$ cat src/rtl/ff_mode_reg.sv
`default_nettype none
// ============================================================================
//  Module   : ff_mode_reg
//  Function : WIDTH-bit register bank with run-time selectable D/T/JK/SR
//             next-state, parallel load, change pulse, illegal-SR flag and
//             saturating error counter. Optional macro FF_TOGGLE_CNT_EN adds
//             a saturating bit-toggle counter output (toggle_cnt).
//  Revision : 1.0 - initial release
// ============================================================================
module ff_mode_reg #(
    parameter int                 WIDTH     = 4,
    parameter logic [WIDTH-1:0]   RESET_VAL = '0,
    parameter int                 CNT_W     = 8
) (
    input  logic              clk,
    input  logic              rst,
    input  logic [1:0]        mode,
    input  logic              en,
    input  logic [WIDTH-1:0]  a,
    input  logic [WIDTH-1:0]  b,
    input  logic              load,
    input  logic [WIDTH-1:0]  load_val,
    input  logic              err_clr,
    output logic [WIDTH-1:0]  q,
    output logic [WIDTH-1:0]  qb,
    output logic              changed,
    output logic              sr_err,
    output logic [CNT_W-1:0]  err_cnt
`ifdef FF_TOGGLE_CNT_EN
    ,
    output logic [CNT_W-1:0]  toggle_cnt
`endif
);

    localparam logic [1:0]       c_MODE_D  = 2'd0;
    localparam logic [1:0]       c_MODE_T  = 2'd1;
    localparam logic [1:0]       c_MODE_JK = 2'd2;
    localparam logic [1:0]       c_MODE_SR = 2'd3;
    localparam logic [CNT_W-1:0] c_CNT_MAX = '1;

    logic [WIDTH-1:0] r_q;
    logic             r_changed;
    logic             r_sr_err;
    logic [CNT_W-1:0] r_err_cnt;

    logic [WIDTH-1:0] w_ab;
    logic [WIDTH-1:0] w_mode_next;
    logic [WIDTH-1:0] w_q_next;
    logic             w_illegal;

    assign w_ab = a & b;

    always_comb begin
        w_mode_next = r_q;
        case (mode)
            c_MODE_D:  w_mode_next = a;
            c_MODE_T:  w_mode_next = r_q ^ a;
            c_MODE_JK: w_mode_next = (a & ~r_q) | (~b & r_q);
            // Bits with S=R=1 keep their old value; the rest follow S/R.
            c_MODE_SR: w_mode_next = ((a | (r_q & ~b)) & ~w_ab) | (r_q & w_ab);
            default:   w_mode_next = r_q;
        endcase
    end

    always_comb begin
        w_q_next = r_q;
        if (load) begin
            w_q_next = load_val;
        end else if (en) begin
            w_q_next = w_mode_next;
        end
    end

    assign w_illegal = (mode == c_MODE_SR) && en && !load && (|w_ab);

    always_ff @(posedge clk) begin
        if (rst) begin
            r_q       <= RESET_VAL;
            r_changed <= 1'b0;
            r_sr_err  <= 1'b0;
            r_err_cnt <= '0;
        end else begin
            r_q       <= w_q_next;
            r_changed <= (w_q_next != r_q);
            // A new illegal condition beats a simultaneous clear.
            if (w_illegal) begin
                r_sr_err <= 1'b1;
            end else if (err_clr) begin
                r_sr_err <= 1'b0;
            end
            if (w_illegal && (r_err_cnt != c_CNT_MAX)) begin
                r_err_cnt <= r_err_cnt + 1'b1;
            end
        end
    end

    assign q       = r_q;
    assign qb      = ~r_q;
    assign changed = r_changed;
    assign sr_err  = r_sr_err;
    assign err_cnt = r_err_cnt;

`ifdef FF_TOGGLE_CNT_EN
    localparam int c_SUM_W = ((CNT_W > $clog2(WIDTH + 1)) ? CNT_W : $clog2(WIDTH + 1)) + 1;

    logic [CNT_W-1:0]   r_toggle_cnt;
    logic [WIDTH-1:0]   w_flip;
    logic [c_SUM_W-1:0] w_pop;
    logic [c_SUM_W-1:0] w_sum;

    assign w_flip = r_q ^ w_q_next;

    always_comb begin
        w_pop = '0;
        for (int i = 0; i < WIDTH; i++) begin
            w_pop = w_pop + c_SUM_W'(w_flip[i]);
        end
    end

    assign w_sum = c_SUM_W'(r_toggle_cnt) + w_pop;

    always_ff @(posedge clk) begin
        if (rst) begin
            r_toggle_cnt <= '0;
        end else if (w_sum > c_SUM_W'(c_CNT_MAX)) begin
            r_toggle_cnt <= c_CNT_MAX;
        end else begin
            r_toggle_cnt <= w_sum[CNT_W-1:0];
        end
    end

    assign toggle_cnt = r_toggle_cnt;
`else
    // Toggle counter not built: no extra state or output in this configuration.
`endif

endmodule
`default_nettype wire

$ cat config.mk
export PLATFORM = sky130hd
export DESIGN_NAME = ff_mode_reg
export DESIGN_NICKNAME = d
export VERILOG_FILES = /design/src/rtl/ff_mode_reg.sv
export SDC_FILE = /design/constraint.sdc
export NUM_CORES = 1
export LEC_CHECK = 0
export CAP_MARGIN = 20
export CORE_MARGIN = 2
export CORE_UTILIZATION = 45
export CTS_CLUSTER_DIAMETER = 60
export DETAILED_ROUTE_END_ITERATION = 12
export MAX_ROUTING_LAYER = met4
export PLACE_DENSITY = 0.76
export SLEW_MARGIN = 20
export SYNTH_ARGS = -nofsm -noshare
export SYNTH_HDL_FRONTEND = slang
export SYNTH_SLANG_ARGS = --single-unit
$ cat constraint.sdc
create_clock -name clk -period 2.5 [get_ports clk]
set_input_delay 0.25 -clock clk [delete_from_list [all_inputs] [get_ports clk]]
set_output_delay 0.25 -clock clk [all_outputs]
set_load 0.05 [all_outputs]
==> metrics.cfg <==
[job]
max-cap-violations = 0

[outcome]
status = complete, no violations

[routing]
num_vias = 1186
post_drt_wl_per_cell_um = 14.5
drc = 0
via_per_inst = 5.79
first_pass_iters = 4
drt-total-wl_um = 2980
drt_iter0_markers = 38
ant_nets = 0

[timing]
worst_slew_pin_slew_ns = 0.655
tns_ns = 0
rsz0062_at_grt = no
relSlewSlack_pct = 56.2
setup-violations-final = 0
skew_ns = 0.00163
drv_slew = 0
fin_crit_sh_pct = 78.4
finalHoldViolations = 0
fin_crit_ns = 1.96
fmax_mhz = 510

[place]
place_congestion = 0.943
dp_cells = 202
hpwl_um = 2330
io_buffer_count = 36
dpl_cell_area_um2 = 1450

[floorplanning]
die_h_um = 53.2
ios = 37
die_x_um = 53.2
dieArea_um2 = 2830
rows = 17
start_util_pct = 48.3
core-area_um2 = 2250

[clock_tree]
post-cts-setup-buffers = 0
clockRootBuffer = clkbuf_4
cts_tree = done
holdBufCountCts = 0
worstSkewPairLatency_ns = 0.28
clk_path_buf_depth = 2
htreeDepth = 1
cts_made_buffers = 3
post_cts_resized = 0
clock_sinks = 14
clk_pin_slew_worst_paths_ns = 0.08

[critical_path]
slowest_delay_ns = 0.89
cp_slowest_cell = clkdlybuf4s50_1
worstPathRequired_ns = 2.66
path_max_fanout = 16
reg2reg_to = err_cnt[2]
path_class = in -> reg
reg2regPathDepth = 6
r2r-start = err_cnt[0]
crit_chain = clkdlybuf4s50_1, o2111ai_4, nor4_1, xnor2_1, nor2_1
crit_buf_inv = 1
start_kind = input pin
cp.arrival_ns = 2.12
reg2reg_slack_ns = 0.93
critPathCaptureType = register
critPathTopFamily = buffers and inverters

[cells_and_area]
final_layout_size_suffix_gt1_share_pct = 6.78
fill_cells = 226
layout.area.seq_um2 = 280
stdcell_count = 205
synthToLayoutAreaGrowth_pct = 35.0
fin_nets = 199
design_area_um2 = 1470
diodes = 0
multi_input_area_um2 = 721

[synthesis]
synthArstFlopShare_pct = 0
synth.top_cells.by_count = 17 x nand2_1, 14 x dfxtp_1, 13 x nor2_1
yosysSeqAreaShare_pct = 25.7
synthDistinctLibCells = 42
synth_edf_count = 0
yosysWarnings = 0
synth_top_cell_area_share_pct = 25.7
netlist_area_um2 = 1090
syn_inst = 146
synth_flop_cell = dfxtp_1
synthTopCellsByArea = dfxtp_1 26%, xnor2_1 8.8%, nand2_1 5.9%
postSynthAreaPerCell_um2 = 7.46
synth_nets = 166
synth_most_common_cell = nand2_1
synth_seq_cells = 14
synth_top_area_cell = dfxtp_1

[pwr]
vdd_drop_max_v = 0.000417
p_total_uw = 561
p_leak_nw = 0.500
p_per_area_nw_per_um2 = 381

[global_route]
grt_overflow_total = 0
grt_usage_pct = 24.1
grt_antenna_before_repair = 0
grt_pass1_vias = 1034
grt_pass1_wl_um = 4810
grt_max_degree = 19

[min_path]
min_path_type = reg -> reg
min_to = sr_err
hp-start = sr_err
whs_path_depth = 2

## how the worst max path moves through the flow
stage	from	end	slack [ns]	cells past startpoint
6_report	mode[0]	err_cnt[7]	0.54	5
5_1_grt	mode[1]	err_cnt[6]	0.45	5
4_1_cts	q[1]	q[1]	0.57	1
3_5_place_dp	mode[0]	err_cnt[7]	0.29	5
3_3_place_gp	mode[1]	err_cnt[7]	0.36	5
2_1_floorplan	q[0]	changed	0.56	6
## layout make-up
cell class | instances | area share (%)
clock buffer | 3 | 1.53
sequential | 14 | 19.0
tap | 28 | 2.38
inverter | 8 | 2.04
multi-input combinational | 113 | 49.0
timing repair buffer | 39 | 26.0
## tightest hold or removal path, delay by kind of cell (launching register included)
| kind | cells | cell delay [ns] |
|---|---|---|
| compound gates | 1 | 0.06 |
| flops | 1 | 0.31 |
| simple gates | 1 | 0.07 |
## per-layer routing
metal	wire [um]	track usage, %
met5	0	-
met4	41	5.98
met3	194	5.37
met2	1420	38.1
met1	1320	31.0
## report_power, final
group / switching, mW / internal (mW)
Combinational: 0.111 / 0.0844
Clock: 0.0685 / 0.0559
Sequential: 0.0108 / 0.230
Total: 0.191 / 0.370
## layout by cell type, fill, tap and decap left out, types with 2 or more instances in the layout
cell type        count
a211oi_1             2
a21oi_1             12
a31oi_1              2
buf_4                3
clkbuf_4             3
clkdlybuf4s50_1     36
dfxtp_1             14
inv_1                8
mux2i_1              2
nand2_1             17
nand2b_1             3
nand3_1              7
nand4_1              2
nor2_1              13
nor3_1               2
nor4_1               3
o211ai_1             2
o21ai_0              6
o22ai_1              6
or2_2                2
xnor2_1             11
## cell families after synthesis
logic type / after synthesis / synth area share (%)
buf+inv: 19 / 8.15
compound gates: 42 / 27.6
flops: 14 / 25.7
fa+ha+maj: 1 / 1.15
xor+xnor: 12 / 9.64
simple gates: 56 / 25.9
mux: 2 / 1.84
## registers in the layout (all words and copies together), names as in the netlist
register,cells
changed,1
err_cnt,8
q,4
sr_err,1
## per-stage QoR
stage                     util, %  hold WS (ns)  setup WS (ns)
after floorplan                 -         0.319          0.561
after detailed placement     64.3         0.471          0.294
after global routing         65.3         0.541          0.448
after global placement       64.3         0.478          0.362
after CTS                    65.3         0.484          0.572
final                        65.3         0.489          0.539
Note: power is estimated with default switching activity, not from simulation.
